`config.mk`:
```
export PLATFORM = sky130hd
export DESIGN_NAME = tick_scheduler
export DESIGN_NICKNAME = d
export VERILOG_FILES = /design/src/rtl/tick_scheduler.sv
export SDC_FILE = /design/constraint.sdc
export NUM_CORES = 1
export LEC_CHECK = 0
export BUFFER_PORTS_ARGS = -buffer_cell sky130_fd_sc_hd__buf_2
export CAP_MARGIN = 40
export CORE_UTILIZATION = 35
export CTS_CLUSTER_SIZE = 16
export DETAILED_ROUTE_END_ITERATION = 7
export HOLD_SLACK_MARGIN = 0.06
export PLACE_DENSITY = 0.56
export SLEW_MARGIN = 0
export SYNTH_ARGS = -nofsm -noshare
export SYNTH_HDL_FRONTEND = slang
export SYNTH_SLANG_ARGS = --single-unit
```
`constraint.sdc`:
```
create_clock -name clk_in -period 3.2 [get_ports clk_in]
set_input_delay 0.48 -clock clk_in [delete_from_list [all_inputs] [get_ports clk_in]]
set_output_delay 0.48 -clock clk_in [all_outputs]
set_load 0.005 [all_outputs]
```
`src/rtl/tick_scheduler.sv`:
```
// tick_scheduler: burst trigger generator. After an accepted start it counts
// tick_in events through burst_len periods of period ticks each. It pulses
// fire_out[k] whenever the in-period position equals channel k's delay.
//
//   state | meaning
//   ------+---------------------------------------------------------------
//   IDLE  | waiting for start; pos/period_idx keep their last values
//   RUN   | counting ticks, firing channels, busy_out high
//   DONE  | single-cycle completion state, done_out high, then IDLE
module tick_scheduler #(
  parameter int NUM_CH   = 4,
  parameter int DELAY_W  = 16,
  parameter int PERIOD_W = 27
) (
  input  logic                        clk_in,
  input  logic                        rst_in,
  input  logic                        tick_in,
  input  logic                        start_in,
  input  logic                        abort_in,
  input  logic [PERIOD_W-1:0]         period_in,
  input  logic [7:0]                  burst_len_in,
  input  logic [NUM_CH*DELAY_W-1:0]   delays_in,
  output logic [NUM_CH-1:0]           fire_out,
  output logic                        busy_out,
  output logic                        done_out,
  output logic                        err_out,
  output logic [PERIOD_W-1:0]         pos_out,
  output logic [7:0]                  period_idx_out
);

  // Compare width wide enough for both pos and delay so a delay >= period
  // can never alias onto a reachable position.
  localparam int CMP_W = (PERIOD_W > DELAY_W) ? PERIOD_W : DELAY_W;

  typedef enum logic [1:0] {
    ST_IDLE = 2'd0,
    ST_RUN  = 2'd1,
    ST_DONE = 2'd2
  } state_t;

  state_t                      r_state;
  logic [PERIOD_W-1:0]         r_period;
  logic [7:0]                  r_burst;
  logic [NUM_CH*DELAY_W-1:0]   r_delays;
  logic [PERIOD_W-1:0]         r_pos;
  logic [7:0]                  r_idx;
  logic [NUM_CH-1:0]           r_fire;
  logic                        r_busy;
  logic                        r_done;
  logic                        r_err;

  logic [NUM_CH-1:0]           w_hit;
  logic                        w_cfg_ok;
  logic                        w_last_pos;
  logic                        w_last_per;

  assign w_cfg_ok   = (period_in != '0) && (burst_len_in != 8'd0);
  assign w_last_pos = (r_pos == (r_period - PERIOD_W'(1)));
  assign w_last_per = (r_idx == (r_burst - 8'd1));

  // Per-channel match of the current position against the latched delay.
  always_comb begin
    w_hit = '0;
    for (int k = 0; k < NUM_CH; k++) begin
      w_hit[k] = (CMP_W'(r_pos) == CMP_W'(r_delays[k*DELAY_W +: DELAY_W]));
    end
  end

  // Sequencer: state, configuration latch, position counters and all outputs.
  always_ff @(posedge clk_in) begin
    if (!rst_in) begin
      r_state  <= ST_IDLE;
      r_period <= '0;
      r_burst  <= '0;
      r_delays <= '0;
      r_pos    <= '0;
      r_idx    <= '0;
      r_fire   <= '0;
      r_busy   <= 1'b0;
      r_done   <= 1'b0;
      r_err    <= 1'b0;
    end else begin
      r_fire <= '0;
      r_done <= 1'b0;
      r_err  <= 1'b0;
      case (r_state)
        ST_IDLE: begin
          if (start_in) begin
            if (w_cfg_ok) begin
              r_period <= period_in;
              r_burst  <= burst_len_in;
              r_delays <= delays_in;
              r_pos    <= '0;
              r_idx    <= '0;
              r_busy   <= 1'b1;
              r_state  <= ST_RUN;
            end else begin
              r_err <= 1'b1;
            end
          end
        end
        ST_RUN: begin
          // Abort wins over a coincident tick: that tick produces no fire.
          if (abort_in) begin
            r_busy  <= 1'b0;
            r_state <= ST_IDLE;
          end else if (tick_in) begin
            r_fire <= w_hit;
            if (w_last_pos) begin
              r_pos <= '0;
              r_idx <= r_idx + 8'd1;
              if (w_last_per) begin
                r_busy  <= 1'b0;
                r_done  <= 1'b1;
                r_state <= ST_DONE;
              end
            end else begin
              r_pos <= r_pos + PERIOD_W'(1);
            end
          end
        end
        ST_DONE: begin
          r_state <= ST_IDLE;
        end
        default: begin
          r_busy  <= 1'b0;
          r_state <= ST_IDLE;
        end
      endcase
    end
  end

  assign fire_out       = r_fire;
  assign busy_out       = r_busy;
  assign done_out       = r_done;
  assign err_out        = r_err;
  assign pos_out        = r_pos;
  assign period_idx_out = r_idx;

endmodule

```
==> results by group <==
Cells and area
  • Nets@finish: between 1000 and 1500
  • Diodes inserted: 0
  • Layout fillers: 2211
  • Register area: 2870 um2
  • Post-route insts no fill: about 1400
  • Syn-to-layout area delta: 27.3%
  • Layout cells sized above 1: about a quarter
  • Post-layout util: around 45%
  • Area of the multi-input gates: between 4000 and 5000 um2

Setup path
  • R2r setup slk: 0.04 ns
  • WP data required: between 3 and 4 ns
  • CP bufs+invs: 4
  • R2R cell count: 13
  • Critical path fanouts, max: 5
  • Slowest cell on crit path: or4_4
  • Setup CP Type: register to register
  • Critical Path Max Stage Delay: approximately 0.44 ns
  • Top Family by Delay on Critical Path: simple AND/OR/NAND/NOR gates
  • Startpoint Class: register
  • Worst Path Arrival: 3.48 ns
  • CP endpoint kind: register
  • CP Depth: 13
  • Worst path cell trace: inv_2 -> ha_4 -> or3b_4 -> or4_4 -> a2111oi_4 -> o2111ai_2 -> nor4_4 -> o2111ai_2 -> a21oi_4 -> buf_12 -> buf_8 -> buf_4 -> nor3b_2
  • Most frequent CP cell: o2111ai_2

Floorplanning
  • Die height: 151 um
  • Die area: approximately 23000 um2
  • I/O pin total: roughly 150
  • Initial Util: a little over a third
  • Die Width: about 150 um
  • Core Box Area: ~22000 um2
  • Row cnt: between 50 and 60

Place
  • Placed cell count: 1358
  • Port Buffers: ~150
  • Final Wtd Congestion: approximately 0.89
  • Dpl hpwl: about 17000 um

CTS
  • Clock sinks: ~140
  • Clock Path Buffers: 2
  • CTS HTree Levels: 4
  • Cts hold-fix bufs: 0
  • TritonCTS clock tree: built
  • Worst-Skew Late Latency: about 0.43 ns
  • Clk root buf: clkbuf_16
  • Clock transition at path regs: about 0.07 ns
  • CTS buffer count: 17

Global route
  • First-pass GRT wire length: 36300 um
  • Initial antenna violation count: 0
  • Largest net degree at the start of global routing: 96
  • GRT overflow: 0
  • All-Layer GR Usage: between 20% and 30%
  • Vias in the first global route: slightly below 7000

Synthesis
  • Synthesized area: slightly below 8000 um2
  • Top cell type's share of synthesized area: a little under two fifths
  • Area contributors post-synth: dfxtp_1, nand2_1, xor2_1
  • Top cells by count, synth: nand2_1, dfxtp_1, a21boi_0, xor2_1, clkbuf_1
  • Primary FF master, synth: dfxtp_1
  • Netlist cell types: 55
  • Syn_nets: around 1100
  • Gate Count Post-Synth: ~950
  • Count leader, synth: nand2_1
  • Ys async rst share: 0%
  • YS warnings: 0
  • Post-synth top area cell: dfxtp_1
  • Seq/Total Area, Yosys: about 37%
  • EDFF count, synth: 0
  • Seq cells post-synth: around 140
  • Syn Area/Cell: just over 8 um2

Routing
  • Drt first pass iters: 6
  • Routed WL per cell: 16.8 um
  • Routed WL: 23600 um
  • Drt drc: 0
  • Antenna-violating nets left: 0
  • 1st-iter DRT viols: between 400 and 500
  • Via count: around 7000
  • Vias per cell: around 5

Min path
  • Hold crit path type: input pin to register
  • Worst hold stages: 3

STA
  • Post-route clock period utilization: roughly 99%
  • Final setup viols: 0
  • Final hold vios: 0
  • Clk_skew: 0.00893 ns
  • Relative slew slack: 46.0%
  • Minimum clock period: approximately 3.2 ns
  • FMAX: 316 MHz
  • Worst Tran Pin Value: ~0.8 ns
  • RSZ-0062 raised after global routing: yes
  • Final setup TNS: 0 ns
  • Fin. max-slew vios: 0

Flow run
  • Max Cap Viol: 0

Power
  • P per Cell Area: 471 nW/um2
  • Max rail drop VDD: between 200 and 300 uV
  • LEAKAGE: ~0.0043 uW

Status
  • Status: finished clean
==> worst paths after layout <==
kind	start	end
hold reg to reg	r_delays[9]	r_delays[9]
hold / removal	delays_in[61]	r_delays[61]
setup / recovery	r_period[1]	pos_out[19]
setup reg to reg	r_period[1]	pos_out[19]
==> cells in the final DEF, fill, tap and decap left out, drive strengths merged, types with 2 or more instances in the layout <==
cell type,count
nor3b,25
nand2,231
mux2i,11
o21ai,10
ha,4
a31oi,5
a221oi,2
a311oi,2
nor3,17
nand4,20
or4,8
xor2,95
o31a,2
a21oi,13
nor2b,3
xnor2,35
o31ai,2
nor2,31
or3,4
o2111ai,4
and4,4
dfxtp,143
buf,208
clkinvlp,2
nand2b,8
clkbuf,21
nand3b,3
and2,6
nor4,36
a211oi,2
a21boi,102
clkinv,4
nor4b,3
inv,13
and3,15
o211ai,2
nand3,15
==> flip-flops by register name (all words and copies together) (netlist names) <==
register,count
r_state,2
r_delays,64
r_burst,8
period_idx_out,8
busy_out,1
pos_out,27
r_period,27
err_out,1
done_out,1
fire_out,4
==> worst min-delay path: stages <==
cell and delay (ns):
buf_2 0.09, nand2_1 0.04, a21boi_0 0.06
==> through the flow <==
stage / worst slack [ns] / hold slack, ns / total power (uW) / area [um2]
6_report: 0.0391 / 0.291 / 4650 / 9870
5_1_grt: -0.0537 / 0.280 / 4850 / 9870
4_1_cts: 0.00480 / 0.279 / 4650 / 9590
3_5_place_dp: -0.137 / 0.468 / 2670 / 9010
3_3_place_gp: 0.00217 / 0.462 / 2660 / 8990
2_1_floorplan: 0.0172 / 0.454 / 2400 / 7750
==> logic make-up after synthesis <==
kind of cell,synth area share [%]
adder cells (fa/ha/maj),0.645
buffers and inverters,4.00
AO/OA/AOI/OAI,14.5
multiplexers,1.42
XOR/XNOR,14.7
flip-flops,36.9
AND/OR/NAND/NOR,27.8
==> area by class of cell <==
class	count	share of cell area [%]
well taps	280	3.55
flip-flops and latches	143	29.0
inverters	8	0.304
clock buffers	20	4.63
clock inverters	12	1.28
repair buffers	209	13.3
multi-input cells	730	47.9
==> metal layers <==
metal / GRT usage, % / part of all wire (%) / vias up
met2: 34.2 / 47 / 188
met3: 4.40 / 4.8 / 22
met4: 6.15 / 1.5 / 0
li1: - / - / 3563
met1: 28.1 / 47 / 3342
met5: 0 / 0 / -
==> what timing repair did <==
action	CTS	global route
endpoints found under the setup margin	31	20
resized for setup	0	39
gates cloned	0	1
pin swaps	2	13
buffers inserted	0	12
hold endpoints to repair	0	0
==> report_power, final <==
group	leakage (uW)	internal, uW	switching, uW
registers	0.00117	1860	71.6
logic	0.00282	342	399
clock network	0.000280	1130	847
total	0.00427	3330	1320
Power figures use the tool's default switching activity.
